$ cat src/rtl/wb_stage_pkg.sv
// wb_stage_pkg: shared definitions for the writeback stage.
//   - FSM state encoding for the CSR-read wait machine
//   - exception code constants
//   - MEM->WB bus field offsets and the bus width formula
// Bus layout, MSB->LSB:
//   {rf_we, rf_waddr, rf_wdata, pc, csr_re, csr_we, csr_num,
//    csr_wmask, csr_wvalue, ex, ecode[5:0], ertn}
package wb_stage_pkg;

    typedef enum logic [1:0] {
        ST_EMPTY    = 2'd0,
        ST_CSR_WAIT = 2'd1,
        ST_READY    = 2'd2
    } wb_state_e;

    localparam logic [5:0] ECODE_INT = 6'h00;
    localparam logic [5:0] ECODE_PIL = 6'h01;
    localparam logic [5:0] ECODE_PIS = 6'h02;
    localparam logic [5:0] ECODE_ADE = 6'h08;
    localparam logic [5:0] ECODE_ALE = 6'h09;
    localparam logic [5:0] ECODE_SYS = 6'h0B;
    localparam logic [5:0] ECODE_BRK = 6'h0C;
    localparam logic [5:0] ECODE_INE = 6'h0D;

    localparam int unsigned PC_W           = 32;
    localparam int unsigned ECODE_W        = 6;
    localparam int unsigned OFF_ERTN       = 0;
    localparam int unsigned OFF_ECODE      = 1;
    localparam int unsigned OFF_EX         = 7;
    localparam int unsigned OFF_CSR_WVALUE = 8;

    function automatic int unsigned off_csr_wmask(input int unsigned data_w);
        return OFF_CSR_WVALUE + data_w;
    endfunction

    function automatic int unsigned off_csr_num(input int unsigned data_w);
        return OFF_CSR_WVALUE + 2 * data_w;
    endfunction

    function automatic int unsigned off_csr_we(input int unsigned data_w,
                                               input int unsigned csrn_w);
        return off_csr_num(data_w) + csrn_w;
    endfunction

    function automatic int unsigned off_csr_re(input int unsigned data_w,
                                               input int unsigned csrn_w);
        return off_csr_we(data_w, csrn_w) + 1;
    endfunction

    function automatic int unsigned off_pc(input int unsigned data_w,
                                           input int unsigned csrn_w);
        return off_csr_re(data_w, csrn_w) + 1;
    endfunction

    function automatic int unsigned off_rf_wdata(input int unsigned data_w,
                                                 input int unsigned csrn_w);
        return off_pc(data_w, csrn_w) + PC_W;
    endfunction

    function automatic int unsigned off_rf_waddr(input int unsigned data_w,
                                                 input int unsigned csrn_w);
        return off_rf_wdata(data_w, csrn_w) + data_w;
    endfunction

    function automatic int unsigned off_rf_we(input int unsigned data_w,
                                              input int unsigned csrn_w,
                                              input int unsigned raddr_w);
        return off_rf_waddr(data_w, csrn_w) + raddr_w;
    endfunction

    function automatic int unsigned bus_w(input int unsigned raddr_w,
                                          input int unsigned data_w,
                                          input int unsigned csrn_w);
        return 1 + raddr_w + data_w + 32 + 1 + 1 + csrn_w + 2 * data_w + 1 + 6 + 1;
    endfunction

endpackage

$ cat src/rtl/wb_csr_wait.sv
// wb_csr_wait: retire-readiness FSM for the writeback stage.
// Holds the EMPTY/CSR_WAIT/READY machine, the CSR latency counter and the
// register that captures csr_rvalue on entry to READY.
// Ports:
//   clk, reset   - clock, synchronous active-high reset
//   load         - an instruction is latched into WB this cycle
//   load_csr     - that instruction reads a CSR and carries no exception
//   retire       - the current instruction leaves WB this cycle
//   csr_rvalue   - read data from the CSR file
//   ready_go     - current instruction may retire
//   csr_data     - CSR read data to write back
module wb_csr_wait
    import wb_stage_pkg::*;
#(
    parameter int unsigned DATA_W     = 32,
    parameter int unsigned CSR_RD_LAT = 0
) (
    input  logic              clk,
    input  logic              reset,
    input  logic              load,
    input  logic              load_csr,
    input  logic              retire,
    input  logic [DATA_W-1:0] csr_rvalue,
    output logic              ready_go,
    output logic [DATA_W-1:0] csr_data
);

    localparam logic [1:0] LAST_CNT = (CSR_RD_LAT > 0) ? 2'(CSR_RD_LAT - 1) : 2'd0;

    wb_state_e         state, state_nxt;
    logic [1:0]        cnt, cnt_nxt;
    logic [DATA_W-1:0] csr_cap;
    logic              do_capture;
    logic              load_wait;

    // With zero latency the read data is used combinationally, so no wait.
    assign load_wait = load_csr && (CSR_RD_LAT > 0);

    always_comb begin
        state_nxt  = state;
        cnt_nxt    = cnt;
        do_capture = 1'b0;
        case (state)
            ST_EMPTY: begin
                if (load) begin
                    state_nxt = load_wait ? ST_CSR_WAIT : ST_READY;
                    cnt_nxt   = '0;
                end
            end
            ST_CSR_WAIT: begin
                if (cnt == LAST_CNT) begin
                    state_nxt  = ST_READY;
                    do_capture = 1'b1;
                end else begin
                    cnt_nxt = cnt + 2'd1;
                end
            end
            ST_READY: begin
                // A load while READY only happens together with retire.
                if (retire) begin
                    if (load) begin
                        state_nxt = load_wait ? ST_CSR_WAIT : ST_READY;
                        cnt_nxt   = '0;
                    end else begin
                        state_nxt = ST_EMPTY;
                    end
                end
            end
            default: state_nxt = ST_EMPTY;
        endcase
    end

    always_ff @(posedge clk) begin
        if (reset) begin
            state   <= ST_EMPTY;
            cnt     <= '0;
            csr_cap <= '0;
        end else begin
            state <= state_nxt;
            cnt   <= cnt_nxt;
            if (do_capture) begin
                csr_cap <= csr_rvalue;
            end
        end
    end

    assign ready_go = (state == ST_READY);

    always_comb begin
        csr_data = (CSR_RD_LAT == 0) ? csr_rvalue : csr_cap;
    end

endmodule

$ cat src/rtl/wb_stage.sv
// wb_stage: writeback pipeline stage after MEM.
// Latches one instruction from MEM, waits for multi-cycle CSR reads, then
// retires it: register-file write, CSR write, exception/ertn commit with
// pipeline flush, ID forwarding and debug trace.
// Ports:
//   clk, reset                     - clock, synchronous active-high reset
//   mem_to_wb_valid/_bus           - instruction offered by MEM
//   wb_allowin                     - WB accepts a new instruction
//   wb_to_id_bus                   - {we, data_ok, waddr, wdata} bypass to ID
//   csr_re/csr_num/csr_rvalue      - CSR read port
//   csr_we/csr_wmask/csr_wvalue    - CSR write port
//   wb_ex/wb_ecode/wb_ex_pc        - exception commit
//   wb_ertn, wb_flush              - ertn commit, kill IF..MEM
//   debug_wb_*                     - retire trace
//   wb_retire_cnt                  - retire counter, only with WB_PERF_CNT_EN
module wb_stage
    import wb_stage_pkg::*;
#(
    parameter  int unsigned DATA_W     = 32,
    parameter  int unsigned RADDR_W    = 5,
    parameter  int unsigned CSRN_W     = 14,
    parameter  int unsigned CSR_RD_LAT = 0,
    localparam int unsigned BUS_W      = bus_w(RADDR_W, DATA_W, CSRN_W)
) (
    input  logic                        clk,
    input  logic                        reset,
    input  logic                        mem_to_wb_valid,
    input  logic [BUS_W-1:0]            mem_to_wb_bus,
    output logic                        wb_allowin,
    output logic [2+RADDR_W+DATA_W-1:0] wb_to_id_bus,
    output logic                        csr_re,
    output logic [CSRN_W-1:0]           csr_num,
    input  logic [DATA_W-1:0]           csr_rvalue,
    output logic                        csr_we,
    output logic [DATA_W-1:0]           csr_wmask,
    output logic [DATA_W-1:0]           csr_wvalue,
    output logic                        wb_ex,
    output logic [5:0]                  wb_ecode,
    output logic [31:0]                 wb_ex_pc,
    output logic                        wb_ertn,
    output logic                        wb_flush,
    output logic [31:0]                 debug_wb_pc,
    output logic [3:0]                  debug_wb_rf_we,
    output logic [RADDR_W-1:0]          debug_wb_rf_wnum,
`ifdef WB_PERF_CNT_EN
    output logic [63:0]                 wb_retire_cnt,
`endif
    output logic [DATA_W-1:0]           debug_wb_rf_wdata
);

    localparam int unsigned O_CSR_WMASK = off_csr_wmask(DATA_W);
    localparam int unsigned O_CSR_NUM   = off_csr_num(DATA_W);
    localparam int unsigned O_CSR_WE    = off_csr_we(DATA_W, CSRN_W);
    localparam int unsigned O_CSR_RE    = off_csr_re(DATA_W, CSRN_W);
    localparam int unsigned O_PC        = off_pc(DATA_W, CSRN_W);
    localparam int unsigned O_RF_WDATA  = off_rf_wdata(DATA_W, CSRN_W);
    localparam int unsigned O_RF_WADDR  = off_rf_waddr(DATA_W, CSRN_W);
    localparam int unsigned O_RF_WE     = off_rf_we(DATA_W, CSRN_W, RADDR_W);

    logic               wb_valid;
    logic [BUS_W-1:0]   payload;
    logic               wb_ready_go;
    logic               retire;
    logic               latch;
    logic               rf_commit;
    logic [DATA_W-1:0]  csr_data;
    logic [DATA_W-1:0]  final_wdata;

    logic               p_rf_we;
    logic [RADDR_W-1:0] p_rf_waddr;
    logic [DATA_W-1:0]  p_rf_wdata;
    logic [31:0]        p_pc;
    logic               p_csr_re;
    logic               p_csr_we;
    logic               p_ex;
    logic [5:0]         p_ecode;
    logic               p_ertn;

    assign p_rf_we    = payload[O_RF_WE];
    assign p_rf_waddr = payload[O_RF_WADDR +: RADDR_W];
    assign p_rf_wdata = payload[O_RF_WDATA +: DATA_W];
    assign p_pc       = payload[O_PC +: PC_W];
    assign p_csr_re   = payload[O_CSR_RE];
    assign p_csr_we   = payload[O_CSR_WE];
    assign p_ex       = payload[OFF_EX];
    assign p_ecode    = payload[OFF_ECODE +: ECODE_W];
    assign p_ertn     = payload[OFF_ERTN];

    assign wb_allowin = ~wb_valid | wb_ready_go;
    assign retire     = wb_valid & wb_ready_go;
    assign wb_flush   = retire & (p_ex | p_ertn);
    // A flushing retire kills whatever MEM offers in the same cycle.
    assign latch      = mem_to_wb_valid & wb_allowin & ~wb_flush;

    always_ff @(posedge clk) begin
        if (reset) begin
            wb_valid <= 1'b0;
            payload  <= '0;
        end else begin
            if (wb_allowin) begin
                wb_valid <= mem_to_wb_valid & ~wb_flush;
            end
            if (latch) begin
                payload <= mem_to_wb_bus;
            end
        end
    end

    wb_csr_wait #(
        .DATA_W     (DATA_W),
        .CSR_RD_LAT (CSR_RD_LAT)
    ) u_csr_wait (
        .clk        (clk),
        .reset      (reset),
        .load       (latch),
        .load_csr   (mem_to_wb_bus[O_CSR_RE] & ~mem_to_wb_bus[OFF_EX]),
        .retire     (retire),
        .csr_rvalue (csr_rvalue),
        .ready_go   (wb_ready_go),
        .csr_data   (csr_data)
    );

    assign csr_re      = wb_valid & p_csr_re & ~p_ex;
    assign csr_num     = payload[O_CSR_NUM +: CSRN_W];
    assign csr_wmask   = payload[O_CSR_WMASK +: DATA_W];
    assign csr_wvalue  = payload[OFF_CSR_WVALUE +: DATA_W];
    assign csr_we      = retire & p_csr_we & ~p_ex;

    assign final_wdata = csr_re ? csr_data : p_rf_wdata;
    assign rf_commit   = retire & p_rf_we & ~p_ex;

    assign wb_ex       = retire & p_ex;
    assign wb_ecode    = wb_ex ? p_ecode : '0;
    assign wb_ex_pc    = wb_ex ? p_pc : '0;
    assign wb_ertn     = retire & p_ertn & ~p_ex;

    assign wb_to_id_bus = {wb_valid & p_rf_we & ~p_ex, wb_ready_go, p_rf_waddr, final_wdata};

    assign debug_wb_pc       = p_pc;
    assign debug_wb_rf_we    = {4{rf_commit}};
    assign debug_wb_rf_wnum  = p_rf_waddr;
    assign debug_wb_rf_wdata = final_wdata;

`ifdef WB_PERF_CNT_EN
    always_ff @(posedge clk) begin
        if (reset) begin
            wb_retire_cnt <= '0;
        end else if (retire & ~p_ex) begin
            wb_retire_cnt <= wb_retire_cnt + 64'd1;
        end
    end
`endif

endmodule

$ cat config.mk
export PLATFORM = sky130hd
export DESIGN_NAME = wb_stage
export DESIGN_NICKNAME = d
export VERILOG_FILES = /design/src/rtl/wb_stage_pkg.sv /design/src/rtl/wb_csr_wait.sv /design/src/rtl/wb_stage.sv
export SDC_FILE = /design/constraint.sdc
export NUM_CORES = 1
export LEC_CHECK = 0
export ABC_AREA = 1
export BUFFER_PORTS_ARGS = -buffer_cell sky130_fd_sc_hd__buf_2
export CAP_MARGIN = 10
export CORE_ASPECT_RATIO = 1.1
export CORE_UTILIZATION = 30
export CTS_CLUSTER_DIAMETER = 30
export DETAILED_ROUTE_END_ITERATION = 6
export PLACE_DENSITY_LB_ADDON = 0.3
export SETUP_SLACK_MARGIN = 0.5
export SYNTH_ARGS = -nofsm -noshare
export SYNTH_HDL_FRONTEND = slang
export SYNTH_SLANG_ARGS = --single-unit
$ cat constraint.sdc
create_clock -name clk -period 2 [get_ports clk]
set_input_delay 0.2 -clock clk [delete_from_list [all_inputs] [get_ports clk]]
set_output_delay 0.2 -clock clk [all_outputs]
set_load 0.03 [all_outputs]
# Word level (Yosys, flattened, before mapping)
# Index checks and enable logic that the tools add are counted.
[classes]
add_sub_neg = 1
n_eq_ne = 6
muxes = 12
n_bitwise = 21
n_reduce_logical = 5
[ops]
columns = ["operator", "n"]
rows = [
  ["two-way mux 32 bit", 2],
  ["bitwise AND 1 bit", 16],
  ["two-way mux 2 bit", 7],
  ["one-hot mux 2 bit (3 select lines)", 2],
  ["two-way mux 6 bit", 1],
  ["AND reduction 3 bit", 2],
  ["zero test 2 bit", 2],
  ["inequality test 2 x 1 -> 1 bit, second input constant", 2],
  ["inequality test 2 bit, second input constant", 2],
  ["inverter 1 bit", 3],
  ["nonzero test 3 bit", 1],
  ["adder 2 x 1 -> 2 bit, second input constant", 1],
  ["equality test 2 x 1 -> 1 bit, second input constant", 1],
  ["equality test 2 bit, second input constant", 1],
  ["OR 1 bit", 2],
]
[word_totals]
register_bits = 163
inputBits = 193
elab_cells = 49

# Logic depth before layout (Yosys ltp)
[depth]
ltp_word = 8
mapped_depth = 8
ltp_nobuf = 6

# Cells and area by module
# A second synthesis with hierarchy kept.
[unflattened]
cells_unflattened = 1421
area_unflattened_um2 = 9031.2
[modules_own_cells]
columns = ["module", "instances", "cells_per_inst", "area_each_um2", "seq_area_each_um2"]
rows = [
  ["wb_stage", 1, 1384, 8750.9, 3183.1],
  ["wb_csr_wait", 1, 37, 280.3, 20.0],
]

# Worst setup path after synthesis
# No wires, ideal clock.
[synth_path]
path_type = "reg-to-output"
startpoint = "register wb_valid"
endpoint = "output wb_ex_pc[10]"
arrival_ps = 1831
required_ps = 1800
setup_slack_ps = -31
path_stages_with_launch = 7
n_path_buf = 2
cell_sequence = "dfxtp_1 > nand2_2 > nor2_1 > inv_1 > buf_2 > buf_2 > nor2_1"
[synth_between]
elab_chain_cells = 3
[synth_lines]
columns = ["element", "line_no", "source"]
rows = [
  ["start: declaration", "wb_stage.sv:60", "logic wb_valid;"],
  ["start signal: assignment", "wb_stage.sv:101", "wb_valid <= mem_to_wb_valid & ~wb_flush;"],
  ["bitwise AND 1 bit", "wb_stage.sv:90", "assign retire = wb_valid & wb_ready_go;"],
  ["bitwise AND 1 bit", "wb_stage.sv:132", "assign wb_ex = retire & p_ex;"],
  ["net wb_ex", "wb_stage.sv:37", "output logic wb_ex,"],
  ["two-way mux 32 bit", "wb_stage.sv:134", "assign wb_ex_pc = wb_ex ? p_pc : '0;"],
  ["end: declaration", "wb_stage.sv:39", "output logic [31:0] wb_ex_pc,"],
]
# The timed path passes the listed nets, and every way through them passes these cells.

# Worst setup path in the final report
[layout_path]
startpoint = "register wb_valid"
endpoint = "output wb_ex_pc[6]"
[layout_between]
elab_chain_cells = 3
[layout_lines]
columns = ["element", "line_no"]
rows = [
  ["bitwise AND 1 bit", "wb_stage.sv:90"],
  ["bitwise AND 1 bit", "wb_stage.sv:132"],
  ["two-way mux 32 bit", "wb_stage.sv:134"],
]
# Every way passes these cells.

==> metrics.txt <==
run status complete, no violations; clock root cell clkbuf_16; Final Hold Fails 0; Crit. End Element output port; DR pass1 iterations 5; setup TNS 0 ns; Max-cap violations 0; sequential area share after synthesis 36.5%; power per cell area 797 nW/um^2; DRT antenna net count 0; clock buffer depth 2; share of layout cells above drive strength 1 46.2%; H-Tree Depth 4; grt total ovfl 0; via density per instance 4.45; mapped cell area 8770 um^2; CTS Buf Count 17; Nets 1894; clk_lat worst skew 0.44 ns; met1 usage 22.6%; critical path class reg2out; Pleak 0.00767 uW; Peak VDD IR 0.495 mV; slew margin rel. 60.0%; die height 181 um; Final Max Tran Viols 0; met3 Use GR 6.40%; Worst Hold Class in2reg; # DRC 0; IO buf count 426; syn_nets 1581; largest net degree at the start of global routing 57; Core Region 28700 um^2; Starting Density 30.6%; total global-route track usage 20.5%; DRT iter0 DRCs 520; full die area 29900 um^2; routability cong. 0.768; Final Util 49.9%; Synth Area per Inst 6.32 um^2; Worst Skew 0.0139 ns; DR vias 9263; count of different cell masters after synthesis 16; worst slew pin tran 0.599 ns; Final setup viols 0; CP max FO 5; Rows 65; Critical Path Start Type register; Worst Path Arrival 1.72 ns; DR WL/cell 17.0 um; RSZ-0062 raised after global routing true; Clock Sinks 160; Reg clk slew, reported paths 0.07 ns; Layout area overhead 63.4%; Synth warnings 0; vias in the first global route 8178; first-pass GRT wire length 46100 um; CTS tree done; Synth Instances 1388; initial antenna violation count 2; WP data required 1.80 ns; GR Util met2 36.1%; post-DP HPWL 19800 um; synthesized flop and latch total 160; period utilisation layout 96.1%; I/O Pins 427; final WL 35300 um; Chip Width 165 um; fmax 520 MHz; min Tclk post-route 1.92 ns; GR peak layer met2
[final timing paths]
path | start | to | slack [ns] | cells past startpoint
setup / recovery | wb_valid | wb_ex_pc[6] | 0.08 | 7
setup reg to reg | wb_valid | payload[115] | 0.19 | 10
hold reg to reg | payload[66] | payload[66] | 0.48 | 2
hold / removal | mem_to_wb_bus[59] | payload[59] | 0.08 | 5
[cells by family (layout without fill, tap and decap cells)]
| group | Yosys count | in the layout | synth area share, % |
|---|---|---|---|
| other | 0 | 1 | 0 |
| buffers and inverters | 439 | 762 | 27.2 |
| and+or+nand+nor | 786 | 788 | 36.1 |
| AOI/OAI and AO/OA | 3 | 3 | 0.214 |
| DFF | 160 | 160 | 36.5 |
[final cells by class]
| class | count | area, um^2 |
|---|---|---|
| Sequential cell | 160 | 3220 |
| Multi-Input combinational cell | 791 | 4580 |
| Fill cell | 2761 | 14400 |
| Timing Repair inverter | 1 | 7.51 |
| Clock inverter | 13 | 258 |
| Inverter | 204 | 796 |
| Timing Repair Buffer | 526 | 4580 |
| Tap cell | 368 | 460 |
| Antenna cell | 1 | 2.50 |
| Clock buffer | 18 | 439 |
[where the power goes]
part	switching [uW]	internal [uW]
logic	2170	1500
registers	272	3500
clock network	1480	2510
[critical path, stage by stage (launching register included)]
cell	delay [ns]
dfxtp_4	0.39
nand2_4	0.07
nor2_4	0.17
clkinv_4	0.11
buf_12	0.15
buf_16	0.15
nor2_4	0.09
buf_6	0.14
[repair_timing]
item | 4_1_cts | 5_1_grt
setup endpoints to repair | 274 | 272
gates resized for setup | 302 | 252
hold endpoints to repair | 1 | 0
buffers inserted | 21 | 15
pin swaps | 20 | 23
cloned | 15 | 26
hold buffers | 1 | 0
[registers in the layout, indices dropped and copies added (netlist names)]
register and flops:
payload 158, u_csr_wait.state 1, wb_valid 1
[through the flow]
stage	hold slack (ns)	setup WS (ns)	area [um^2]	power [uW]	cells
final	0.0771	0.0779	14300	11400	2082
after global routing	0.0703	0.0218	14300	11900	2081
after CTS	0.0517	0.0635	12700	10900	2040
after detailed placement	0.437	0.195	10400	6370	1972
after global placement	0.423	0.190	10400	6340	1972
after floorplan	0.259	0.453	9170	5920	1388
[Yosys cell counts]
cell | number | share of area, %
a21oi_1 | 2 | 0.11
a21oi_2 | 1 | 0.10
buf_2 | 28 | 1.6
buf_4 | 164 | 14
buf_6 | 12 | 1.5
clkbuf_1 | 31 | 1.3
clkinv_1 | 1 | 0.043
dfxtp_1 | 160 | 37
inv_1 | 202 | 8.6
inv_2 | 1 | 0.043
nand2_1 | 262 | 11
nand2_2 | 3 | 0.21
nand3_1 | 159 | 9.1
nor2_1 | 359 | 15
nor2_2 | 2 | 0.14
nor3_1 | 1 | 0.057
[layout by cell type, fill, tap and decap left out, types with 40 or more instances in the layout]
master / Yosys / layout
buf_6: 12 / 96
inv_1: 202 / 198
nor2_4: 0 / 104
buf_2: 28 / 316
nand2_1: 262 / 179
nand2_4: 0 / 51
buf_4: 164 / 40
nand3_1: 159 / 149
nor2_1: 359 / 236
dfxtp_1: 160 / 156
[layer usage]
layer  wire [um]  part of all wire (%)
met5          11                 0.031
met4         793                   2.2
met3        2620                   7.4
met2       17600                    50
met1       14300                    40
(Power assumes the default switching activity.)
